**config.mk**
```make
export PLATFORM = sky130hd
export DESIGN_NAME = pc_sequencer
export DESIGN_NICKNAME = d
export VERILOG_FILES = /design/src/rtl/pc_pkg.sv /design/src/rtl/pc_sequencer.sv
export SDC_FILE = /design/constraint.sdc
export NUM_CORES = 1
export LEC_CHECK = 0
export CAP_MARGIN = 20
export CORE_MARGIN = 5
export CORE_UTILIZATION = 49
export DETAILED_ROUTE_END_ITERATION = 8
export HOLD_SLACK_MARGIN = 0.15
export PLACE_DENSITY = 0.88
export REMOVE_ABC_BUFFERS = 1
export SYNTH_ARGS = -nofsm -noshare
export SYNTH_HDL_FRONTEND = slang
export SYNTH_SLANG_ARGS = --single-unit
export TNS_END_PERCENT = 100
```
**constraint.sdc**
```tcl
create_clock -name Clk -period 7.2 [get_ports Clk]
set_clock_uncertainty 0.2 [all_clocks]
set_input_delay 0.72 -clock Clk [delete_from_list [all_inputs] [get_ports Clk]]
set_output_delay 0.72 -clock Clk [all_outputs]
set_load 0.01 [all_outputs]
```
**src/rtl/pc_pkg.sv**
```systemverilog
// pc_pkg: shared PC-write modes, sequencer states and instruction lengths
package pc_pkg;
  localparam logic [1:0] PCINC  = 2'b00;
  localparam logic [1:0] PCBRCH = 2'b01;
  localparam logic [1:0] PCJREG = 2'b10;
  localparam logic [1:0] PCJIMM = 2'b11;
  localparam logic [31:0] LEN_FULL = 32'd4;
  localparam logic [31:0] LEN_COMP = 32'd2;
  typedef enum logic {FETCH, EXEC} state_e;
endpackage

```
**src/rtl/pc_sequencer.sv**
```systemverilog
// pc_sequencer: owns the architectural PC, fetch handshake, misalign trap and retire count
module pc_sequencer
  import pc_pkg::*;
#(
  parameter logic [31:0] ResetVector = 32'h0000_0000,
  parameter logic [31:0] TrapVector  = 32'h0000_0010
) (
  input  logic        Clk,
  input  logic        Reset,
  input  logic [1:0]  CtrlPCMode,
  input  logic        InstrCompressed,
  input  logic [31:0] Imm,
  input  logic [31:0] AluRd,
  input  logic        Flag,
  input  logic        Step,
  input  logic        Redirect,
  input  logic [31:0] RedirectAddr,
  output logic        FetchReq,
  output logic [31:0] FetchAddr,
  input  logic        FetchAck,
  output logic [31:0] PC,
  output logic [31:0] LinkAddr,
  output logic        MisalignTrap,
  output logic [31:0] TrapValue,
  output logic [31:0] InstRet,
  output logic        Busy
);
  state_e      state_q;
  logic [31:0] pc_q, trap_val_q, instret_q, len, tgt_imm, next_pc_d;
  logic        fetch_req_q, trap_q;
  assign len       = InstrCompressed ? LEN_COMP : LEN_FULL;
  assign LinkAddr  = pc_q + len;
  assign tgt_imm   = pc_q + Imm;
  assign PC        = pc_q;
  assign FetchAddr = pc_q;
  assign FetchReq  = fetch_req_q;
  assign MisalignTrap = trap_q;
  assign TrapValue = trap_val_q;
  assign InstRet   = instret_q;
  assign Busy      = state_q != EXEC;
  // Target selection; a set bit0 here means a misaligned branch/jump
  always_comb begin
    next_pc_d = CtrlPCMode == PCINC  ? LinkAddr :
                CtrlPCMode == PCBRCH ? (Flag ? tgt_imm : LinkAddr) :
                CtrlPCMode == PCJREG ? (AluRd & ~32'd1) : tgt_imm;
  end
  // FETCH/EXEC sequencing; Redirect overrides everything, the trap flag is a one-cycle pulse
  always_ff @(posedge Clk or posedge Reset) begin
    if (Reset) begin
      state_q     <= FETCH;
      pc_q        <= ResetVector;
      fetch_req_q <= 1'b0;
      trap_q      <= 1'b0;
      trap_val_q  <= '0;
      instret_q   <= '0;
    end else begin
      trap_q <= 1'b0;
      if (Redirect) begin
        pc_q        <= RedirectAddr & ~32'd1;
        state_q     <= FETCH;
        fetch_req_q <= 1'b1;
      end else if (state_q == FETCH) begin
        state_q     <= FetchAck ? EXEC : FETCH;
        fetch_req_q <= !FetchAck;
      end else if (Step) begin
        state_q     <= FETCH;
        fetch_req_q <= 1'b1;
        if (next_pc_d[0]) begin
          pc_q       <= TrapVector;
          trap_val_q <= next_pc_d;
          trap_q     <= 1'b1;
        end else begin
          pc_q      <= next_pc_d;
          instret_q <= instret_q + 32'd1;
        end
      end
    end
  end
endmodule

```
==> results of run 1 <==
kinds of logic after synthesis:
group,Yosys count,synth area share (%)
xor gates and xnor gates,73,8.954
buffers and inverters,88,6.571
AOI/OAI and AO/OA,249,22.97
muxes,12,1.735
adders and majority gates,35,6.343
and+or+nand+nor,277,19.03
other,1,0.05252
DFF,98,34.34
registers in the layout (all words and copies together), names as in the netlist:
register      flops
MisalignTrap      1
FetchReq          1
TrapValue        32
state_q           1
InstRet          32
FetchAddr        31
layout make-up:
class / count / area share, %
flip-flops and latches: 98 / 24.46
clock inverters: 6 / 0.5492
multi-input cells: 649 / 42.25
well taps: 184 / 2.297
repair buffers: 274 / 27.17
clock buffers: 10 / 2.384
inverters: 23 / 0.8862
layout by cell type (no fill, tap or decap), types with 8 or more instances in the layout:
cell / instances
a21o_1: 14
a21oi_1: 46
a22oi_1: 33
and2_1: 8
and3_1: 20
and4_1: 9
buf_4: 9
clkbuf_16: 9
clkdlybuf4s50_1: 262
dfrtp_1: 98
ha_1: 33
inv_1: 21
mux2i_1: 9
nand2_1: 93
nand3_1: 23
nand4_1: 21
nor2_1: 57
nor3_1: 15
o21a_1: 8
o21ai_0: 65
o221ai_1: 9
o31ai_1: 10
or3_1: 8
xnor2_1: 44
xor2_1: 29
stage by stage:
stage	hold WS, ns	cell area (um2)	utilization (%)	cells
2_1_floorplan	0.3041	6765	-	770
3_3_place_gp	0.2506	9697	67.23	1225
3_5_place_dp	0.2664	9708	67.31	1226
4_1_cts	0.2817	10000	69.34	1242
5_1_grt	0.3016	10020	69.50	1244
6_report	0.2773	10020	69.50	1244
final timing paths:
path | startpoint | to | cells past startpoint
max in group asynchronous | Reset | FetchAddr[4]$_DFFE_PP0P_ | 3
max | InstrCompressed | LinkAddr[21] | 9
min | InstRet[31]$_DFFE_PP0P_ | InstRet[31]$_DFFE_PP0P_ | 1
max reg2reg | FetchAddr[1]$_DFFE_PP0P_ | FetchAddr[27]$_DFFE_PP0P_ | 10
min reg2reg | InstRet[31]$_DFFE_PP0P_ | InstRet[31]$_DFFE_PP0P_ | 1
min in group asynchronous | Reset | TrapValue[23]$_DFFE_PP0P_ | 2
critical path: cells and delay by family:
kind,cells,cell delay (ns)
xor gates and xnor gates,1,0.20
adders and majority gates,2,0.64
buffers and inverters,3,1.16
and+or+nand+nor,3,1.37
power groups by stage:
stage | clock (W) | sequential (W) | combinational, W
after global placement | 0 | 0.000707 | 0.000790
after floorplan | 0 | 0.000739 | 0.000357
after detailed placement | 0 | 0.000711 | 0.000803
after CTS | 0.000499 | 0.000701 | 0.000808
final | 0.000491 | 0.000702 | 0.000813
after global routing | 0.000521 | 0.000714 | 0.000880
Yosys cell counts, types with 10 or more instances:
cell type	count
o21ai_0	65
and3_1	20
inv_1	22
nand3_1	24
a21o_1	14
dfrtp_1	98
ha_1	33
o31ai_1	10
nor3_1	15
nand2_1	93
buf_4	34
nor2_1	57
nand4_1	21
xnor2_1	44
a22oi_1	33
clkbuf_1	26
a21oi_1	47
xor2_1	29
per-layer routing:
| metal | part of all wire [%] | wire length (um) | global-route usage, % |
|---|---|---|---|
| met2 | 47 | 12200 | 48.45 |
| met1 | 41 | 10460 | 38.42 |
| met5 | 0 | 0 | 0 |
| met4 | 3.2 | 825 | 12.46 |
| met3 | 9.0 | 2309 | 5.610 |
==> flow_summary.yaml, run 1 <==
global_route:
  grt_max_degree: 56
  grt_pass1_vias: 7373
  grtUsageTotal_pct: 29.58
  gr-total-overflow: 0
  grt_pass1_wl_um: 39340
  antenna_found_initial: 0
logic_synthesis:
  synth_top_area_share_pct: 34.34
  synth_flop_cell: "dfrtp_1"
  async_reset_ff_share_pct: 100.0
  synthCells: 833
  netlist_area_mm2: 0.007141
  synth.avg_cell_area_um2: 8.572
  synth_area_leaders: "dfrtp_1, ha_1, xnor2_1, nand2_1, o21ai_0"
  synth_cell_types: 69
  synth_edf_count: 0
  yosys_warnings: 0
  yosys.area.top_type: "dfrtp_1"
  yosysSeqAreaShare_pct: 34.34
  ys_ff_latch: 98
detailed_routing:
  routed_wl_um: 25790
  drc: 0
  drtIter0Drc: 621
  drt_pass1_iterations: 5
  ant_nets: 0
  routedWlPerCell_um: 20.73
  dr_total_vias: 7396
  vias_per_cell: 5.945
floorplan:
  coreArea_mm2: 0.01442
  initial_core_util_pct: 49.51
  die-area_mm2: 0.01709
  io_pins: 268
  die_width_um: 130.7
  chipHeight_um: 130.7
  num_rows: 44
sta:
  setup_viol: 0
  drv_slew: 0
  rsz0062_at_grt: "false"
  hold_viol: 0
  slew_headroom_pct: 40.11
  max_freq_ghz: 0.1999
  period_minus_slack_ns: 5.003
  tightest_slew_ns: 0.8983
  finalSetupTns_ns: 0
  worst_slack_ns: 2.197
  fin_crit_sh_pct: 69.49
place:
  numPortBuffers: 262
  place_ws_ns: 2.281
  gp_congestion: 0.9230
  dp_hpwl_um: 19090
finish:
  syn_to_final_growth_pct: 40.39
  drive_gt1_share_pct: 4.623
  fin_nets: 1195
  insertedDiodeCount: 0
  seqCellArea_mm2: 0.002452
  nFillCells: 1153
  multi_input_area_mm2: 0.004235
clock_network:
  holdBufCountCts: 0
  cts_resized: 0
  postCtsSetupRepairBufs: 0
  cts_made_buffers: 9
  cts_sinks: 98
  cts_root_buffer: "clkbuf_16"
  clk_path_buf_depth: 2
  cts_tree: "yes"
  path_clk_slew_ns: 0.07
  clkLatencyLatePin_ns: 0.35
  htreeDepth: 3
worst_setup_path:
  critPathLaunchType: "input pin"
  crit_path_top_delay_cell: "nor3b_2"
  r2r_slack_ns: 3.62
  crit_type: "input pin to output port"
  cpPeakStageDelay_ns: 0.61
  crit_path_frequent_cell: "clkdlybuf4s50_1"
  cp.arrival_ns: 4.08
  cp.required_ns: 6.28
  path_cells: "clkdlybuf4s50_1 > ha_1 > inv_1 > fa_1 > nor3b_2 > and2_1 > and4_1 > xor2_1 > clkdlybuf4s50_1"
  worstSetupEndpointType: "output port"
  path_max_fanout: 6
status:
  status: "complete, no violations"
power_and_ir_drop:
  ir_drop_uv: 110.3
  p_sw_w: 0.0007221
  leakage_nw: 4.273
  power_density_mw_per_mm2: 200.1
  seqPwrFrac_pct: 35.0
  pwr-share-clk_pct: 24.5
  swShare_pct: 35.99
  p_comb_share_pct: 40.5
  cellInternalPower_w: 0.001284
  power_w: 0.002006
job:
  cap_violations: 0
hold_path:
  hp-class: "register to register"
No activity file was read; power rests on OpenSTA's default activity.
==> run 2: changes to the inputs <==
- CORE_UTILIZATION: 49 -> 41
- PLACE_DENSITY: 0.88 -> 0.78
- clock period: 7.2 -> 4.1 ns (I/O delays scaled with it)
==> flow_summary.yaml, run 2 (synthesized netlist as in run 1, its figures left out) <==
status:
  status: "complete, no violations"
place:
  place_inst: 1277
  numPortBuffers: 262
  gp_congestion: 0.9298
  dp_hpwl_um: 20270
worst_setup_path:
  path_max_fanout: 3
  cp.arrival_ns: 3.32
  critPathLaunchType: "input pin"
  crit_type: "input pin to output port"
  worstSetupEndpointType: "output port"
  cp.required_ns: 3.49
detailed_routing:
  routed_wl_um: 26910
  drtIter0Drc: 395
  ant_nets: 0
  routedWlPerCell_um: 20.78
  vias_per_cell: 5.740
  dr_total_vias: 7433
  drt_pass1_iterations: 5
  drc: 0
sta:
  max_freq_ghz: 0.2542
  rsz0062_at_grt: "false"
  slew_headroom_pct: 36.42
  hold_viol: 0
  period_minus_slack_ns: 3.933
  finalSetupTns_ns: 0
  setup_viol: 0
  tightest_slew_ns: 0.9502
  drv_slew: 0
  fin_crit_sh_pct: 95.94
global_route:
  grt_pass1_vias: 7451
  antenna_found_initial: 1
  grt_max_degree: 85
  grt_pass1_wl_um: 41590
  grtUsageTotal_pct: 26.18
  gr-total-overflow: 0
power_and_ir_drop:
  ir_drop_uv: 267.7
  power_w: 0.003549
  leakage_nw: 4.333
  power_density_mw_per_mm2: 349.0
clock_network:
  cts_tree: "yes"
  cts_made_buffers: 9
  path_clk_slew_ns: 0.08
  clk_path_buf_depth: 2
  cts_root_buffer: "clkbuf_16"
  cts_sinks: 98
  htreeDepth: 3
  clkLatencyLatePin_ns: 0.36
floorplan:
  initial_core_util_pct: 41.57
  coreArea_mm2: 0.01718
  chipHeight_um: 142.0
  io_pins: 268
  die_width_um: 142.0
  num_rows: 48
  die-area_mm2: 0.02016
finish:
  drive_gt1_share_pct: 5.519
  syn_to_final_growth_pct: 42.42
  fin_nets: 1204
  nFillCells: 1565
  layout_common_cells: "clkdlybuf4s50_1, dfrtp_1, nand2_1"
  finish.utilization_pct: 59.21
  finalNonFillerCells: 1295
  layout_commonest_cell: "clkdlybuf4s50_1"
hold_path:
  hp-class: "input pin to async pin"
job:
  cap_violations: 0
## run 2: cell count changes in the layout (fill, tap and decap cells not counted), sizes merged
cell / delta
buf: +9
diode: +1
inv: -3
clkinv: +3
## run 2: power breakdown
part | switching [W] | internal, W | total, W
logic | 0.000706 | 0.000728 | 0.00143
registers | 0.000149 | 0.00109 | 0.00124
clock network | 0.000433 | 0.000443 | 0.000877
total | 0.00129 | 0.00226 | 0.00355
## run 2: final timing paths
| path | from | end | slack [ns] | depth (start not counted) |
|---|---|---|---|---|
| hold reg to reg | TrapValue[4]$_DFFE_PP0P_ | TrapValue[4]$_DFFE_PP0P_ | 0.28 | 2 |
| hold / removal | Reset | InstRet[19]$_DFFE_PP0P_ | 0.26 | 2 |
| setup / recovery | InstrCompressed | LinkAddr[25] | 0.17 | 10 |
| setup reg to reg | FetchAddr[6]$_DFFE_PP0P_ | TrapValue[23]$_DFFE_PP0P_ | 0.70 | 9 |
| min in group Clk | TrapValue[4]$_DFFE_PP0P_ | TrapValue[4]$_DFFE_PP0P_ | 0.28 | 2 |
| max in group asynchronous | Reset | FetchAddr[16]$_DFFE_PP0P_ | 2.82 | 3 |
## run 2: per-stage QoR
stage | hold slack [ns] | area, um2 | setup WS [ns]
floorplan | 0.3041 | 6765 | 0.6614
global placement | 0.2487 | 9831 | 0.08848
detailed placement | 0.2586 | 9831 | 0.03877
CTS | 0.2799 | 10130 | 0.01469
global route | 0.2965 | 10170 | 0.01451
finish | 0.2554 | 10170 | 0.1666
## run 2: cell type report
class / instances / area (um2) / area share [%]
Multi-Input combinational cell: 649 / 4243 / 41.72
Timing Repair Buffer: 283 / 2800 / 27.53
Sequential cell: 98 / 2452 / 24.11
Clock buffer: 10 / 239.0 / 2.350
Clock inverter: 6 / 62.56 / 0.6152
Antenna cell: 1 / 2.502 / 0.02461
Tap cell: 225 / 281.5 / 2.768
Inverter: 23 / 88.84 / 0.8735
## run 2: layer usage
metal  global-route usage (%)  routed length, um
met5                        0                  0
met4                    9.848                783
met3                    4.200               1786
met2                    43.14              12680
met1                    34.81              11660
## run 2: worst max-delay path: stages
cell and delay, ns:
clkdlybuf4s50_1 0.56, ha_1 0.21, inv_1 0.06, fa_1 0.43, nor3b_4 0.28, buf_4 0.16
nand3_1 0.18, nor2_1 0.19, xor2_1 0.25, clkdlybuf4s50_1 0.58
## run 2: timing repair
action | 4_1_cts | 5_1_grt
endpoints found under the setup margin | 0 | 5
resized for setup | 0 | 2
hold buffers | 0 | 0
setup buffers | 0 | 0
==> run 3: changes to the inputs <==
- CELL_PAD_IN_SITES_DETAIL_PLACEMENT: unset -> 2
- CELL_PAD_IN_SITES_GLOBAL_PLACEMENT: unset -> 2
- CORE_UTILIZATION: 41 -> 23
- PLACE_DENSITY: 0.78 -> unset
- PLACE_DENSITY_LB_ADDON: unset -> 0.1
==> flow_summary.yaml, run 3 (synthesized netlist as in run 1, its figures left out) <==
clock_network:
  path_clk_slew_ns: 0.08
  cts_tree: "yes"
  cts_made_buffers: 9
  htreeDepth: 3
  cts_sinks: 98
  clkLatencyLatePin_ns: 0.37
  clk_path_buf_depth: 2
  cts_root_buffer: "clkbuf_16"
  postCtsSetupRepairBufs: 0
worst_setup_path:
  path_max_fanout: 5
  crit_buf_inv: 4
  critPathLaunchType: "input pin"
  cpPeakStageDelay_ns: 0.60
  cp.required_ns: 3.49
  crit_path_top_delay_cell: "clkdlybuf4s50_1"
  worstSetupEndpointType: "output port"
  crit_type: "input pin to output port"
  crit_family: "buffers and inverters"
  crit_path_frequent_cell: "clkdlybuf4s50_1"
  r2r_slack_ns: 0.60
  path_cells: "clkdlybuf4s50_1 > ha_1 > inv_1 > fa_1 > nor3b_4 > buf_4 > nand3_1 > nor2_1 > xor2_1 > clkdlybuf4s50_1"
  cp.arrival_ns: 3.32
power_and_ir_drop:
  pwr-share-clk_pct: 25.2
  p_sw_w: 0.001388
  leakage_nw: 4.385
  power_density_mw_per_mm2: 349.9
  p_comb_share_pct: 41.1
  swShare_pct: 37.90
  cellInternalPower_w: 0.002273
  seqPwrFrac_pct: 33.7
  ir_drop_uv: 211.2
  power_w: 0.003661
finish:
  finish.utilization_pct: 34.21
  fin_nets: 1214
  drive_gt1_share_pct: 6.487
  finalNonFillerCells: 1475
  multi_input_area_mm2: 0.004250
  insertedDiodeCount: 0
  syn_to_final_growth_pct: 46.54
  fin_area_mm2: 0.01046
  nFillCells: 3433
  seqCellArea_mm2: 0.002452
  layout_common_cells: "clkdlybuf4s50_1, dfrtp_1, nand2_1"
  layout_commonest_cell: "clkdlybuf4s50_1"
hold_path:
  hp-class: "register to register"
floorplan:
  die_width_um: 186.2
  initial_core_util_pct: 23.34
  coreArea_mm2: 0.03059
  die-area_mm2: 0.03467
  num_rows: 64
  chipHeight_um: 186.2
  io_pins: 268
detailed_routing:
  vias_per_cell: 5.047
  drtIter0Drc: 259
  dr_total_vias: 7444
  drt_pass1_iterations: 4
  drc: 0
  routedWlPerCell_um: 23.56
  ant_nets: 0
  routed_wl_um: 34750
global_route:
  grtUsageTotal_pct: 19.63
  grt_pass1_vias: 8024
  grt_max_degree: 63
  antenna_found_initial: 0
  grt_pass1_wl_um: 51580
  gr-total-overflow: 0
status:
  status: "complete, no violations"
sta:
  tightest_slew_ns: 0.9003
  slew_headroom_pct: 39.98
  setup_viol: 0
  fin_crit_sh_pct: 95.88
  drv_slew: 0
  max_freq_ghz: 0.2544
  hold_viol: 0
  period_minus_slack_ns: 3.931
place:
  placed_cell_area_mm2: 0.01015
  gp_congestion: 0.8247
  numPortBuffers: 262
  place_inst: 1459
  dp_hpwl_um: 26690
job:
  cap_violations: 0
## run 3: cell type report
class                   instances  share of cell area [%]
clock buffers                  10                   2.284
clock inverters                 6                  0.5979
inverters                      23                  0.8490
multi-input cells             649                   40.62
flip-flops and latches         98                   23.44
well taps                     396                   4.735
repair buffers                293                   27.48
## run 3: metrics by stage
stage           TNS, ns  hold WS, ns  setup WS (ns)
2_1_floorplan         0       0.3041         0.6614
4_1_cts               0       0.2825        0.08005
3_5_place_dp          0       0.2656         0.1028
3_3_place_gp          0       0.2572         0.1394
6_report              0       0.2795         0.1689
5_1_grt        -0.06894       0.2976       -0.05111
## run 3: what timing repair did
item | 4_1_cts | 5_1_grt
endpoints found under the setup margin | 0 | 3
gates resized for setup | 0 | 2
hold buffers | 0 | 0
## run 3: path summary, 6_finish.rpt
kind / end / depth (start not counted) / start
worst max register to register: TrapValue[23]$_DFFE_PP0P_ / 9 / FetchAddr[6]$_DFFE_PP0P_
worst min register to register: TrapValue[0]$_DFFE_PP0P_ / 1 / TrapValue[0]$_DFFE_PP0P_
max in group asynchronous: TrapValue[25]$_DFFE_PP0P_ / 3 / Reset
worst min-delay path: TrapValue[0]$_DFFE_PP0P_ / 1 / TrapValue[0]$_DFFE_PP0P_
min in group asynchronous: TrapValue[10]$_DFFE_PP0P_ / 2 / Reset
worst max-delay path: LinkAddr[25] / 10 / InstrCompressed
## run 3: power groups by stage
stage / combinational (W) / clock [W] / sequential [W]
2_1_floorplan: 0.000627 / 0 / 0.00130
3_3_place_gp: 0.00150 / 0 / 0.00125
3_5_place_dp: 0.00151 / 0 / 0.00126
4_1_cts: 0.00153 / 0.000956 / 0.00124
5_1_grt: 0.00164 / 0.000989 / 0.00126
6_report: 0.00150 / 0.000922 / 0.00123
## run 3: routing by layer
| layer | track usage (%) | wire length (um) | vias up |
|---|---|---|---|
| met4 | 4.197 | 487 | 0 |
| li1 | - | - | 3490 |
| met2 | 32.38 | 16380 | 170 |
| met3 | 3.170 | 1538 | 23 |
| met5 | 0 | 0 | - |
| met1 | 27.28 | 16340 | 3761 |
## run 3: worst register-to-register path: cells and delay by family (launching register included)
| family | cells | cell delay (ns) |
|---|---|---|
| simple gates | 1 | 0.56 |
| compound gates | 5 | 1.26 |
| flops | 1 | 0.47 |
| mux | 2 | 0.56 |
| fa+ha+maj | 1 | 0.38 |
